==> src/rtl/pipeline_hazard_ctrl.sv <==
// Hazard control for the five-stage pipeline: branch flush, load-use stall
// and multi-cycle multiply/divide hold, plus stall/flush statistics.
module pipeline_hazard_ctrl #(
    parameter int MD_LATENCY = 8
) (
    input  logic        clk,
    input  logic        rst_n,
    input  logic [4:0]  RsAddr_ID,
    input  logic [4:0]  RtAddr_ID,
    input  logic [4:0]  RtAddr_EX,
    input  logic        MemRead_EX,
    input  logic        MdStart_EX,
    input  logic        BranchTaken_EX,
    input  logic        StatClr,
    output logic        PCWrite,
    output logic        IFIDWrite,
    output logic        IDEXWrite,
    output logic        IFIDFlush,
    output logic        IDEXFlush,
    output logic        MdDone,
    output logic [15:0] StallCnt,
    output logic [15:0] FlushCnt
);

    localparam logic [1:0] RUN     = 2'd0;
    localparam logic [1:0] MD_WAIT = 2'd1;
    localparam logic [1:0] MD_DONE = 2'd2;

    // The start cycle and the final zero-count cycle are both stall cycles.
    localparam logic [4:0] MD_LOAD = 5'(MD_LATENCY - 2);

    logic [1:0]  state_q, state_d;
    logic [4:0]  md_cnt_q, md_cnt_d;
    logic [15:0] stall_cnt_q, stall_cnt_d;
    logic [15:0] flush_cnt_q, flush_cnt_d;
    logic        load_use;

    assign load_use = MemRead_EX && (RtAddr_EX != 5'd0) &&
                      ((RtAddr_EX == RsAddr_ID) || (RtAddr_EX == RtAddr_ID));

    always_comb begin
        state_d   = state_q;
        md_cnt_d  = md_cnt_q;
        PCWrite   = 1'b1;
        IFIDWrite = 1'b1;
        IDEXWrite = 1'b1;
        IFIDFlush = 1'b0;
        IDEXFlush = 1'b0;
        MdDone    = 1'b0;
        unique case (state_q)
            RUN: begin
                if (BranchTaken_EX) begin
                    IFIDFlush = 1'b1;
                    IDEXFlush = 1'b1;
                end else if (MdStart_EX) begin
                    PCWrite   = 1'b0;
                    IFIDWrite = 1'b0;
                    IDEXWrite = 1'b0;
                    md_cnt_d  = MD_LOAD;
                    state_d   = MD_WAIT;
                end else if (load_use) begin
                    PCWrite   = 1'b0;
                    IFIDWrite = 1'b0;
                    IDEXFlush = 1'b1;
                end
            end
            MD_WAIT: begin
                PCWrite   = 1'b0;
                IFIDWrite = 1'b0;
                IDEXWrite = 1'b0;
                if (md_cnt_q == 5'd0) begin
                    state_d = MD_DONE;
                end else begin
                    md_cnt_d = md_cnt_q - 5'd1;
                end
            end
            MD_DONE: begin
                MdDone  = 1'b1;
                state_d = RUN;
            end
            default: begin
                state_d  = RUN;
                md_cnt_d = 5'd0;
            end
        endcase
    end

    always_comb begin
        stall_cnt_d = stall_cnt_q;
        flush_cnt_d = flush_cnt_q;
        if (StatClr) begin
            stall_cnt_d = 16'd0;
            flush_cnt_d = 16'd0;
        end else begin
            if (!PCWrite && (stall_cnt_q != 16'hFFFF))
                stall_cnt_d = stall_cnt_q + 16'd1;
            if (IFIDFlush && (flush_cnt_q != 16'hFFFF))
                flush_cnt_d = flush_cnt_q + 16'd1;
        end
    end

    always_ff @(posedge clk or negedge rst_n) begin
        if (!rst_n) begin
            state_q     <= RUN;
            md_cnt_q    <= 5'd0;
            stall_cnt_q <= 16'd0;
            flush_cnt_q <= 16'd0;
        end else begin
            state_q     <= state_d;
            md_cnt_q    <= md_cnt_d;
            stall_cnt_q <= stall_cnt_d;
            flush_cnt_q <= flush_cnt_d;
        end
    end

    assign StallCnt = stall_cnt_q;
    assign FlushCnt = flush_cnt_q;

endmodule

==> config.mk <==
export PLATFORM = sky130hd
export DESIGN_NAME = pipeline_hazard_ctrl
export DESIGN_NICKNAME = d
export VERILOG_FILES = /design/src/rtl/pipeline_hazard_ctrl.sv
export SDC_FILE = /design/constraint.sdc
export NUM_CORES = 1
export LEC_CHECK = 0
export ABC_CLOCK_PERIOD_IN_PS = 4000
export CAP_MARGIN = 15
export CORE_ASPECT_RATIO = 1.25
export CORE_UTILIZATION = 50
export DETAILED_ROUTE_END_ITERATION = 10
export MAX_ROUTING_LAYER = met4
export PLACE_DENSITY_LB_ADDON = 0.12
export SLEW_MARGIN = 5
export SYNTH_ARGS = -nofsm -noshare
export SYNTH_HDL_FRONTEND = slang
export SYNTH_SLANG_ARGS = --single-unit
export TNS_END_PERCENT = 5
==> constraint.sdc <==
create_clock -name clk -period 4 [get_ports clk]
set_input_delay 0.8 -clock clk [delete_from_list [all_inputs] [get_ports clk]]
set_output_delay 0.8 -clock clk [all_outputs]
set_load 0.02 [all_outputs]
==> flow_metrics.env <==
export IMPL_status="finished, final reports clean"
export IMPL_layout_common_cells="57 x clkdlybuf4s50_1, 39 x dfrtp_1, 32 x nor2_1, 21 x a21oi_1, 21 x o21ai_0"
export IMPL_clockPowerShare=0.257
export IMPL_worst_pin_slew_ns=0.863
export IMPL_whs_ns=0.477
export IMPL_firstDrtPassIters=4
export IMPL_cp_start_kind="input pin"
export IMPL_fin_util=0.679
export IMPL_cell_internal_pwr_uw=802
export IMPL_ys_types=40
export IMPL_area_growth_pct=31.0
export IMPL_routed_wl_um=4940
export IMPL_syn_area_sq_um=2260
export IMPL_nets=336
export IMPL_core_sq_um=4360
export IMPL_crit_type="input pin to primary output"
export IMPL_place_area_sq_um=2860
export IMPL_finalWeightedCongestion=0.758
export IMPL_switching_share=0.341
export IMPL_slowest_delay_ns=0.65
export IMPL_num_fill_cells=378
export IMPL_power_frac_seq=0.404
export IMPL_setup_violations_final=0
export IMPL_finalSetupTns_ns=0
export IMPL_layout_drive_gt1_share=0.0450
export IMPL_crit_slowest_cell="clkdlybuf4s50_1"
export IMPL_cpMostUsedCell="clkdlybuf4s50_1"
export IMPL_final_common_cell="clkdlybuf4s50_1"
export IMPL_vias=2064
export IMPL_ioPinCount=59
export IMPL_path_max_fanout=3
export IMPL_hold_buffers=0
export IMPL_yosysSeqAreaShare=0.432
export IMPL_wl_per_cell_um=13.4
export IMPL_slew_headroom=0.425
export IMPL_cellLeakagePower_uw=0.00114
export IMPL_rsz0062_at_grt="no"
export IMPL_dieArea_sq_um=4790
export IMPL_clk_path_buf_depth=2
export IMPL_antenna_cells=0
export IMPL_initial_core_util=0.519
export IMPL_fmax_mhz=267
export IMPL_viasPerCell=5.59
export IMPL_grt_pass1_vias=1955
export IMPL_htree_num_levels=2
export IMPL_clk_latency_ns=0.28
export IMPL_seq_area_sq_um=976
export IMPL_route_detailed_drc=0
export IMPL_power_density_nw_per_um2=411
export IMPL_finalHoldViolCount=0
export IMPL_drt_iter0_markers=121
export IMPL_peakVddDrop_uv=410
export IMPL_grt_ovfl_total=0
export IMPL_numPortBuffers=58
export IMPL_synth_seq_cells=39
export IMPL_gr_usage_all_layers=0.225
export IMPL_finalInstanceArea_sq_um=2960
export IMPL_cts_tree="done"
export IMPL_die_w_um=62.1
export IMPL_syn_area_per_cell_sq_um=8.86
export IMPL_cts_sinks=39
export IMPL_drv_slew=0
export IMPL_post_cts_setup_buffers=0
export IMPL_path_buf_inv=2
export IMPL_cp_top_family="buffers and inverters"
export IMPL_finalPower_uw=1220
export IMPL_required_ns=3.20
export IMPL_clkTransAtPathRegs_ns=0.07
export IMPL_ant_nets=0
export IMPL_cts_resized_gates=0
export IMPL_hp_class="register to register"
export IMPL_place_hpwl_um=3590
export IMPL_fin_crit_ns=3.74
export IMPL_netlist_instances=255
export IMPL_cts_buffers=5
export IMPL_fin_skew_ns=0.00704
export IMPL_rows=27
export IMPL_synth_warning_count=0
export IMPL_antenna_found_initial=0
export IMPL_worstPathCellList="clkdlybuf4s50_1, or4_1, o21ai_1, nor2_1, a21boi_0, clkdlybuf4s50_1"
export IMPL_critPathArrivalTime_ns=2.94
export IMPL_grt_max_degree=40
export IMPL_clock_root_buffer="clkbuf_8"
export IMPL_timing_final_crit_share=0.936
export IMPL_dieHeight_um=77.2
export IMPL_maxCapViolCount=0
export IMPL_p_sw_uw=415
export IMPL_syn_nets=280
export IMPL_endpoint_kind="primary output"
export IMPL_multi_input_area_sq_um=1180
export IMPL_combPwrFrac=0.339
export IMPL_grt_first_pass_wirelength_um=8630
[metrics by stage]
| stage | cells | worst slack [ns] |
|---|---|---|
| 3_3_place_gp | 362 | 0.291 |
| 4_1_cts | 369 | 0.232 |
| 3_5_place_dp | 362 | 0.251 |
| 6_report | 369 | 0.258 |
| 5_1_grt | 369 | 0.0976 |
| 2_1_floorplan | 255 | 0.854 |
[synthesized netlist by cell type]
cell / number / area share
o41ai_4: 1 / 0.012
or2_1: 1 / 0.0028
mux2i_1: 2 / 0.0089
buf_6: 1 / 0.0050
o22a_1: 1 / 0.0039
xnor2_1: 9 / 0.035
xor2_1: 12 / 0.047
nand4_1: 8 / 0.022
or3_1: 15 / 0.042
and2_1: 2 / 0.0055
dfrtp_1: 39 / 0.43
clkbuf_1: 4 / 0.0066
a31oi_1: 1 / 0.0028
or4_1: 3 / 0.010
nand2_1: 13 / 0.022
nand3_1: 12 / 0.027
or3_4: 1 / 0.0050
nor2b_1: 2 / 0.0055
nor2_1: 32 / 0.053
ha_1: 4 / 0.022
buf_4: 3 / 0.010
a22oi_1: 2 / 0.0066
o21ai_0: 21 / 0.047
nand3b_1: 1 / 0.0033
buf_2: 1 / 0.0022
nor3_2: 1 / 0.0044
o32a_4: 1 / 0.010
nor3_1: 7 / 0.016
nand2b_1: 3 / 0.0083
o21bai_1: 1 / 0.0033
a21oi_1: 21 / 0.047
o31ai_1: 3 / 0.010
inv_1: 13 / 0.022
o21ai_1: 1 / 0.0022
and3_1: 1 / 0.0028
mux2_2: 2 / 0.010
a21boi_0: 2 / 0.0066
o211ai_1: 1 / 0.0033
buf_1: 1 / 0.0017
nor4_1: 6 / 0.017
[cell type report]
type                    count  area share
repair buffers             59       0.197
flip-flops and latches     39       0.330
well taps                  58      0.0245
clock inverters             1      0.0101
inverters                  13      0.0165
multi-input cells         193       0.398
clock buffers               6      0.0245
[state kept, by name (all words and copies together), names as in the netlist]
signal,flops
StallCnt,16
FlushCnt,16
md_cnt_q,5
state_q,2
[path summary, 6_finish.rpt]
path / from / endpoint / slack [ns] / cells after the start
max: RtAddr_EX[1] / IFIDWrite / 0.26 / 6
max reg2reg: FlushCnt[7]$_DFFE_PN0P_ / FlushCnt[5]$_DFFE_PN0P_ / 1.70 / 6
min: md_cnt_q[4]$_DFFE_PN0P_ / md_cnt_q[4]$_DFFE_PN0P_ / 0.48 / 1
min in group asynchronous: rst_n / StallCnt[8]$_DFFE_PN0P_ / 0.63 / 1
max in group asynchronous: rst_n / FlushCnt[1]$_DFFE_PN0P_ / 2.83 / 1
min reg2reg: md_cnt_q[4]$_DFFE_PN0P_ / md_cnt_q[4]$_DFFE_PN0P_ / 0.48 / 1
[power groups by stage]
stage          Sequential, uW  Combinational (uW)  Clock, uW
6_report                  492                 412        313
5_1_grt                   500                 459        338
4_1_cts                   492                 415        320
3_5_place_dp              499                 412          0
3_3_place_gp              497                 403          0
2_1_floorplan             496                 287          0
[kinds of logic (layout without fill, tap and decap cells)]
group	after synthesis	count (layout)	synth area share
simple gates	108	108	0.245
compound gates	56	56	0.154
flops	39	39	0.432
buf+inv	23	79	0.0471
xor+xnor	21	21	0.0814
fa+ha+maj	4	4	0.0221
mux	4	4	0.0188
[layer usage]
| metal | routed length [um] | GRT usage | vias to the layer above |
|---|---|---|---|
| li1 | - | - | 1009 |
| met1 | 2180 | 0.268 | 994 |
| met2 | 2550 | 0.393 | 56 |
| met3 | 178 | 0.0402 | 5 |
| met4 | 33 | 0.0535 | 0 |
| met5 | 0 | - | - |
No activity file was read; power rests on OpenSTA's default activity.
